--- config.mk ---
export PLATFORM = sky130hd
export DESIGN_NAME = strobe_capture_reg
export DESIGN_NICKNAME = d
export VERILOG_FILES = /design/src/rtl/strobe_capture_reg.sv
export SDC_FILE = /design/constraint.sdc
export NUM_CORES = 1
export LEC_CHECK = 0
export CORE_MARGIN = 5
export CORE_UTILIZATION = 43
export CTS_CLUSTER_SIZE = 20
export DETAILED_ROUTE_END_ITERATION = 6
export PLACE_DENSITY = 0.7
export SYNTH_ARGS = -nofsm -noshare
export SYNTH_HDL_FRONTEND = slang
export SYNTH_SLANG_ARGS = --single-unit
--- constraint.sdc ---
create_clock -name clk -period 4.1 [get_ports clk]
set_clock_uncertainty 0.15 [all_clocks]
set_input_delay 0.615 -clock clk [delete_from_list [all_inputs] [get_ports clk]]
set_output_delay 0.615 -clock clk [all_outputs]
set_load 0.03 [all_outputs]
--- src/rtl/strobe_capture_reg.sv ---
// rtl/strobe_capture_reg.sv - strobe-qualified capture register with event counter
//
// Captures a WIDTH-bit bus under control of an asynchronous strobe. Both the
// strobe and the data pass through equal-depth synchroniser chains so that
// captured data stays aligned with the strobe level it accompanied.
//
// Ports:
//   clk        system clock, rising-edge
//   rst_n      asynchronous active-low reset
//   strobe     asynchronous capture strobe
//   d          asynchronous data, sampled alongside strobe
//   mode       00 level-transparent, 01 rising, 10 falling, 11 both edges
//   clr        synchronous clear of q, cap_count, ovf (wins over an event)
//   q          captured data
//   cap_pulse  one-cycle pulse per capture event
//   cap_count  saturating capture event count
//   ovf        sticky: event seen while cap_count at maximum
module strobe_capture_reg #(
  parameter int WIDTH       = 8,
  parameter int SYNC_STAGES = 2,
  parameter int CNT_W       = 8
) (
  input  logic             clk,
  input  logic             rst_n,
  input  logic             strobe,
  input  logic [WIDTH-1:0] d,
  input  logic [1:0]       mode,
  input  logic             clr,
  output logic [WIDTH-1:0] q,
  output logic             cap_pulse,
  output logic [CNT_W-1:0] cap_count,
  output logic             ovf
);

  localparam logic [1:0] MODE_LEVEL   = 2'b00;
  localparam logic [1:0] MODE_RISING  = 2'b01;
  localparam logic [1:0] MODE_FALLING = 2'b10;
  localparam logic [1:0] MODE_BOTH    = 2'b11;

  localparam logic [CNT_W-1:0] CNT_MAX = {CNT_W{1'b1}};

  logic [SYNC_STAGES-1:0] s_sync;
  logic [WIDTH-1:0]       d_sync [SYNC_STAGES];
  logic                   s_prev;

  logic             s_s;
  logic [WIDTH-1:0] d_s;
  logic             rise;
  logic             fall;
  logic             evt;
  logic             load;

  // Synchronisers and edge-history flop. Never touched by clr so that a
  // clear cannot fabricate or swallow a later transition.
  always_ff @(posedge clk or negedge rst_n) begin
    if (!rst_n) begin
      s_sync <= '0;
      for (int i = 0; i < SYNC_STAGES; i++) begin
        d_sync[i] <= '0;
      end
      s_prev <= 1'b0;
    end else begin
      s_sync    <= {s_sync[SYNC_STAGES-2:0], strobe};
      d_sync[0] <= d;
      for (int i = 1; i < SYNC_STAGES; i++) begin
        d_sync[i] <= d_sync[i-1];
      end
      s_prev <= s_s;
    end
  end

  assign s_s  = s_sync[SYNC_STAGES-1];
  assign d_s  = d_sync[SYNC_STAGES-1];
  assign rise = s_s & ~s_prev;
  assign fall = ~s_s & s_prev;

  // Event qualification. Level mode counts the rising edge as its event even
  // though the register itself is transparent for the whole high phase.
  always_comb begin
    evt  = 1'b0;
    load = 1'b0;
    case (mode)
      MODE_LEVEL: begin
        evt  = rise;
        load = s_s;
      end
      MODE_RISING: begin
        evt  = rise;
        load = rise;
      end
      MODE_FALLING: begin
        evt  = fall;
        load = fall;
      end
      MODE_BOTH: begin
        evt  = rise | fall;
        load = rise | fall;
      end
      default: begin
        evt  = 1'b0;
        load = 1'b0;
      end
    endcase
  end

  always_ff @(posedge clk or negedge rst_n) begin
    if (!rst_n) begin
      q         <= '0;
      cap_pulse <= 1'b0;
      cap_count <= '0;
      ovf       <= 1'b0;
    end else if (clr) begin
      // A coincident event is deliberately dropped.
      q         <= '0;
      cap_pulse <= 1'b0;
      cap_count <= '0;
      ovf       <= 1'b0;
    end else begin
      cap_pulse <= evt;
      if (load) begin
        q <= d_s;
      end
      if (evt) begin
        if (cap_count != CNT_MAX) begin
          cap_count <= cap_count + 1'b1;
        end else begin
          ovf <= 1'b1;
        end
      end
    end
  end

endmodule

Word-level counts from Yosys, hierarchy flattened
Index checks and enable logic that the tools add are counted.
W data, S select, Z words.
Storage, ports and cells
  flip-flop bits (word level): 37
Cells by class
  add/subtract/negate cells: 1
  equal/unequal tests: 5
  muxes and demuxes: 11
  bitwise operators: 5
  reductions and logical operators: 7
Operators with widths (count)
  $mux W8: 5
  $add A8 B1 Y8 const B: 1
  $ne A8 B8 Y1 const B: 1
  $reduce_bool A2 Y1: 3
  $eq A2 B2 Y1 const B: 2
  $mux W1: 4
  $pmux W1 S4: 1
  $reduce_and A2 Y1: 2
  $pmux W1 S3: 1
  $and A1 B1 Y1: 2
  $eq A2 B1 Y1 const B: 1
  $logic_not A2 Y1: 1
  $ne A2 B2 Y1 const B: 1
  $not A1 Y1: 2
  $reduce_or A2 Y1: 1
  $or A1 B1 Y1: 1

Depth between registers and ports, before layout
Gate-level depths: netlist (run 1).
  depth in word-level cells: 6
  mapped depth: 7
  gate-level depth less buffers: 6

Worst setup path after synthesis (run 1)
No wires, ideal clock.
  path type: reg-to-reg
  from: register s_sync[1]
  to: register cap_count[7]
  setup time: 0.078 ns
  arrival time: 1.742 ns
  data required time: 3.872 ns
  slack: 2.130 ns
  cell stages (with the launch flop): 8
  path buffers: 1
  cell sequence: dfrtp_1 > inv_1 > ha_1 > and2_1 > o31a_1 > buf_2 > or3_1 > a21oi_1
On the way
  word-level cells in the longest chain between the ends: 6
  elaborated cells on any way between the ends: 7
  classes of those cells: 1 x mux; 4 x bitwise; 2 x reduce/logical
RTL lines
  start, declared: RTL line 42  | logic [SYNC_STAGES-1:0] s_sync;
  start signal, assigned: RTL line 63  | s_sync <= {s_sync[SYNC_STAGES-2:0], strobe};
  $not A1 Y1: RTL line 75  | assign fall = ~s_s & s_prev;
  $and A1 B1 Y1: RTL line 75
  $or A1 B1 Y1: RTL line 96  | evt = rise | fall;
  $pmux W1 S3 (*): RTL line 82  | case (mode)
  $reduce_bool A2 Y1 (no source line) (*)
  $reduce_and A2 Y1 (no source line) (*)
  end signal, assigned: RTL line 125  | cap_count <= cap_count + 1'b1;
  end, declared: RTL line 31  | output logic [CNT_W-1:0] cap_count,
Mark *: on every way between the ends. The rest lies on a longest branch, timed or not.
A chain may end at the register's enable or synchronous reset.

Worst setup path after layout (run 1)
  from: register cap_count[2]
  to: output port cap_count[2]
No word-level cell between the ends.

==> out/metrics.yaml, run 1 <==
hold_path_class: "in -> async"
power_leakage_nw: 0.797
synth.distinct_cells: 26
area_growth_pct: 31.9
nNetsFinal: 161
netlist_instances: 110
drtIter0Drc: 50
muxShareOfSynthArea: 0.0762
rows: 20
synth_top_family_by_area: "simple AND/OR/NAND/NOR gates"
nFillCells: 247
path_buf_inv: 1
hold_buffers: 0
port_buffers: 31
hold_violations: 0
r2r-start: "s_sync[1]$_DFF_PN0_"
hpwl_mm: 1.75
die_area_um2: 4480
fin_crit_sh: 0.557
timing.hold.ws_ns: 0.187
startpoint_type: "flop"
synthAdderAreaFrac: 0.0269
design.portCount: 32
grt_pass1_wl_mm: 4.59
multi_input_area_um2: 433
post_cts_buffers: 0
maxSlewViolCount: 0
cp.required_ns: 3.34
firstDrtPassIters: 4
h-tree-depth: 2
period_minus_slack_ns: 2.28
crit_path_max_incr_delay_ns: 0.71
ant_nets: 0
die_w_um: 67.0
via_per_inst: 5.12
cts_resized: 0
wl_mm: 2.57
path_class: "reg -> out"
cts_sinks: 37
tritoncts: "built"
routedWlPerCell_um: 13.6
tns_ns: 0
antenna_found_initial: 0
clkSlewWorstSetupHoldPaths_ns: 0.11
vdd_ir_drop_max_mv: 0.278
grt_pass1_vias: 970
drc_errors: 0
yosys.area_share.simple: 0.128
worstPathCellList: "clkdlybuf4s50_1"
synthXorXnorAreaFrac: 0
crit_start: "cap_count[2]$_DFFE_PN0P_"
powerDensity_nw_per_um2: 427
status: "complete, no violations"
netlist_area_um2: 1400
syn_area_per_cell_um2: 12.7
ys_ff_latch: 37
synth-compound-area-share: 0.0789
vias: 968
cts_inserted_buffers: 5
critical_path_arrival_ns: 1.52
cp_max_fo: 7
final-seq-area_um2: 926
grt_max_degree: 38
grt_overflow: 0
diodes: 0
slew_headroom: 0.472
critPathSlowestCell: "clkdlybuf4s50_1"
synthesis.nets: 127
grt_use_total: 0.141
endpoint_kind: "output port"
rsz0062_at_grt: "false"
clkLatencyLatePin_ns: 0.34
critPathTopFamily: "buffers and inverters"
setup_viol: 0
clk_path_buf_depth: 2
die_h_um: 67.0
max_cap_violations: 0
core_um2: 3080
gp_congestion: 0.851
start_util: 0.453
yosysWarningCount: 0
fmax_mhz: 438
layout_commonest_cell: "dfrtp_1"
drive_gt1_frac: 0.0828
root_buffer: "clkbuf_4"
ys_seq_area_frac: 0.664
layout_common_cells: "37 x dfrtp_1, 30 x clkdlybuf4s50_1, 11 x nor2_1, 8 x mux2i_1, 8 x a21oi_1"
tightest_slew_ns: 0.792
-- cells in the mapped netlist --
cell | instances | area share
nand4_1 | 1 | 0.0045
nand3_1 | 3 | 0.011
o211ai_1 | 1 | 0.0054
o31a_1 | 1 | 0.0063
nand3b_1 | 2 | 0.011
nor2_1 | 11 | 0.030
and2_1 | 2 | 0.0090
nand2_1 | 1 | 0.0027
or3_2 | 3 | 0.016
clkbuf_1 | 2 | 0.0054
a21oi_1 | 8 | 0.029
ha_1 | 3 | 0.027
o31ai_1 | 3 | 0.016
or3_1 | 2 | 0.0090
mux2i_1 | 8 | 0.057
nor3_1 | 4 | 0.014
or2b_1 | 1 | 0.0054
or4_1 | 1 | 0.0054
and4_1 | 1 | 0.0063
a31oi_1 | 1 | 0.0045
dfrtp_1 | 37 | 0.66
mux4_1 | 1 | 0.019
inv_1 | 5 | 0.013
o21ai_0 | 5 | 0.018
and3_1 | 1 | 0.0045
buf_2 | 2 | 0.0072
-- cell families after synthesis --
kind of cell	count (synthesis)
compound gates	19
mux	9
buf+inv	9
simple gates	33
flops	37
fa+ha+maj	3
-- final timing paths --
path	slack (ns)	cells past startpoint	to
max	1.82	1	cap_count[2]
min	0.19	1	cap_count[0]$_DFFE_PN0P_
max reg2reg	1.85	6	cap_count[3]$_DFFE_PN0P_
min reg2reg	0.21	0	s_sync[1]$_DFF_PN0_
max in group asynchronous	3.11	1	d_sync[14]$_DFF_PN0_
min in group clk	0.21	0	s_sync[1]$_DFF_PN0_
-- report_power, final --
part	internal [W]	leakage [nW]	switching (W)	total (W)
registers	0.000382	0.467	0.00000891	0.000391
logic	0.0000383	0.275	0.0000479	0.0000862
clock network	0.000189	0.0552	0.000120	0.000309
total	0.000609	0.797	0.000177	0.000786
-- metal layers --
| metal | part of all wire | up-vias | global-route usage | wire length (µm) |
|---|---|---|---|---|
| met5 | 0 | - | 0 | 0 |
| met4 | 0.014 | 0 | 0.0937 | 37 |
| met3 | 0.082 | 6 | 0.0523 | 210 |
| met2 | 0.49 | 38 | 0.214 | 1250 |
| met1 | 0.42 | 464 | 0.166 | 1070 |
| li1 | - | 460 | - | - |
-- layout make-up --
class,instances,area share
flip-flops and latches,37,0.503
multi-input cells,64,0.235
repair buffers,31,0.166
clock inverters,3,0.0354
well taps,44,0.0299
clock buffers,5,0.0204
inverters,5,0.0102
-- through the flow --
step                      std cells  total power [W]   util  setup WS [ns]  area (µm²)
final                           189         0.000786  0.598           1.82        1840
after global routing            189         0.000822  0.598           1.69        1840
after CTS                       189         0.000796  0.598           1.80        1840
after detailed placement        181         0.000486  0.565           1.55        1740
after global placement          181         0.000483  0.565           1.58        1740
after floorplan                 110         0.000443      -           2.13        1400
-- state kept, by name, indices dropped and copies added (netlist names) --
signal and count:
cap_pulse 1, s_sync 2, s_prev 1, ovf 1, d_s 8, q 8
d_sync 8, cap_count 8
Note: power is estimated with default switching activity, not from simulation.
==> inputs of run 2 (changes only) <==
==> constraint.sdc (replaced) <==
create_clock -name clk -period 2.2 [get_ports clk]
set_clock_uncertainty 0.15 [all_clocks]
set_input_delay 0.33 -clock clk [delete_from_list [all_inputs] [get_ports clk]]
set_output_delay 0.33 -clock clk [all_outputs]
set_load 0.03 [all_outputs]
==> run 2 against run 1 <==
Core utilization decreased by 0.37 points. Hold slack better by 0.0059 ns. Worst setup slack got worse by 1.7 ns. Register-to-register slack worse by 1.7 ns. Sequential share of layout area grew 0.31 points. Power rose by 53%. Global-route usage shrank 0.91 points. Cell area shrank 0.61%. Largest cell class unchanged.
==> out/metrics.yaml, run 2 (synthesis results as in run 1) <==
fin_area_um2: 1830  # -0.61%
fmax_mhz: 480
tightest_slew_ns: 0.783  # -0.00945 ns
die_area_um2: 4480  # unchanged
nNetsFinal: 166  # +3.1%
worstPathCellList: "inv_1 -> ha_1 -> and2_1 -> o31a_4 -> or4_1 -> a21oi_1"
grt_max_degree: 38  # unchanged
status: "complete, no violations"
hpwl_mm: 1.90  # +9.0%
dpl-instance-area_um2: 1770  # +1.7%
drtIter0Drc: 76  # +52%
setup_viol: 0  # unchanged
clkSlewWorstSetupHoldPaths_ns: 0.10  # about the same
fin_crit_sh: 0.947
crit_path_max_incr_delay_ns: 0.51  # -0.20 ns
start_util: 0.453  # unchanged
clkLatencyLatePin_ns: 0.32  # -0.02 ns
clk_path_buf_depth: 2  # unchanged
slew_headroom: 0.478  # +0.00630
layout_commonest_cell: "dfrtp_1"
critPathTopFamily: "simple AND/OR/NAND/NOR gates"
grt_pass1_vias: 994  # +2.5%
p_comb_frac: 0.145  # +0.035
seq_power_share: 0.607  # +0.110
p_sw_frac: 0.247  # +0.0212
startpoint_type: "flop"
p_sw_w: 0.000296  # +67%
core_um2: 3080  # unchanged
drive_gt1_frac: 0.101  # +0.0186
endpoint_kind: "flop"
grt_pass1_wl_mm: 4.44  # -3.2%
period_minus_slack_ns: 2.08
powerDensity_nw_per_um2: 656  # +54%
path_class: "reg -> reg"
diodes: 0  # unchanged
die_w_um: 67.0  # unchanged
design.portCount: 32  # unchanged
area_growth_pct: 31.1
cp_max_fo: 13  # +6
nFillCells: 254  # +2.8%
post_cts_buffers: 0  # unchanged
hold_path_class: "reg -> reg"
vias: 966  # -0.21%
gp_congestion: 0.888  # +4.3%
cp.required_ns: 2.29  # -1.05 ns
antenna_found_initial: 0  # unchanged
grt_overflow: 0  # unchanged
wl_mm: 2.59  # +0.74%
max_cap_violations: 0  # unchanged
tritoncts: "built"
cts_inserted_buffers: 5  # unchanged
path_buf_inv: 1  # unchanged
critical_path_arrival_ns: 2.17  # +0.65 ns
rows: 20  # unchanged
grt_use_total: 0.132  # -0.00907
layout_common_cells: "37 x dfrtp_1, 30 x clkdlybuf4s50_1, 11 x nor2_1, 8 x mux2i_1, 8 x a21oi_1"
maxSlewViolCount: 0  # unchanged
firstDrtPassIters: 4  # unchanged
hold_violations: 0  # unchanged
root_buffer: "clkbuf_4"
die_h_um: 67.0  # unchanged
p_int_w: 0.000904  # +48%
clock_power_share: 0.248  # -0.145
cts_sinks: 37  # unchanged
h-tree-depth: 2  # unchanged
critPathSlowestCell: "or4_1"
ant_nets: 0  # unchanged
utilization: 0.594  # -0.00366
rsz0062_at_grt: "false"
vdd_ir_drop_max_mv: 0.448  # +61%
routedWlPerCell_um: 13.5  # -0.84%
drc_errors: 0  # unchanged
port_buffers: 31  # unchanged
power_leakage_nw: 0.801  # +0.57%
via_per_inst: 5.03  # -1.8%
run 2: cell types whose count changed in the layout (fill, tap and decap cells not counted), sizes merged:
cell / before / now
dlygate4sd3: 0 / 1
buf: 1 / 5
bufinv: 2 / 0
run 2: final cells by class:
class	instances	area, µm²	share of cell area
tap	44	55.1	0.0301
timing repair buffer	36	345	0.189
inverter	5	18.8	0.0103
sequential	37	926	0.506
clock inverter	1	5.00	0.00274
clock buffer	5	37.5	0.0205
multi-input combinational	64	442	0.241
run 2: through the flow:
stage	hold WS [ns]	std cells	setup slack, ns	power [W]	TNS (ns)
after global routing	0.209	192	0.00857	0.00126	0
final	0.192	192	0.117	0.00120	0
after detailed placement	0.185	185	-0.0507	0.000914	-0.0892
after global placement	0.182	185	0.0140	0.000908	0
after floorplan	-0.116	110	0.230	0.000826	0
after CTS	0.200	192	0.0546	0.00122	0
run 2: path summary, 6_finish.rpt:
kind / from / to / slack (ns) / depth (start not counted)
max: s_sync[1]$_DFF_PN0_ / cap_count[3]$_DFFE_PN0P_ / 0.12 / 6
max in group asynchronous: rst_n / s_prev$_DFF_PN0_ / 0.93 / 2
min in group asynchronous: rst_n / cap_count[3]$_DFFE_PN0P_ / 0.47 / 2
max reg2reg: s_sync[1]$_DFF_PN0_ / cap_count[3]$_DFFE_PN0P_ / 0.12 / 6
min: d_sync[9]$_DFF_PN0_ / d_s[1]$_DFF_PN0_ / 0.19 / 0
min reg2reg: d_sync[9]$_DFF_PN0_ / d_s[1]$_DFF_PN0_ / 0.19 / 0
run 2: worst register-to-register path, cell delays in order (launching register included):
cell	delay (ns)
dfrtp_1	0.35
inv_1	0.04
ha_1	0.29
and2_1	0.19
o31a_4	0.34
or4_1	0.51
a21oi_1	0.15
run 2: timing repair:
item                       4_1_cts  5_1_grt
hold endpoints to repair        37        0
hold buffers                     1        0
setup endpoints to repair        0        2
gates resized for setup          0        2
run 2: power groups by stage:
stage / Clock [W] / Sequential (W) / Combinational (W)
after detailed placement: 0 / 0.000742 / 0.000172
after global routing: 0.000341 / 0.000734 / 0.000189
after CTS: 0.000316 / 0.000729 / 0.000174
final: 0.000297 / 0.000728 / 0.000175
after global placement: 0 / 0.000740 / 0.000168
after floorplan: 0 / 0.000769 / 0.0000566
run 2: layer usage:
| metal | vias up | track usage | share of wire |
|---|---|---|---|
| met3 | 2 | 0.0438 | 0.052 |
| met4 | 0 | 0.0456 | 0.0050 |
| met5 | - | 0 | 0 |
| li1 | 460 | - | - |
| met1 | 477 | 0.159 | 0.45 |
| met2 | 27 | 0.222 | 0.50 |
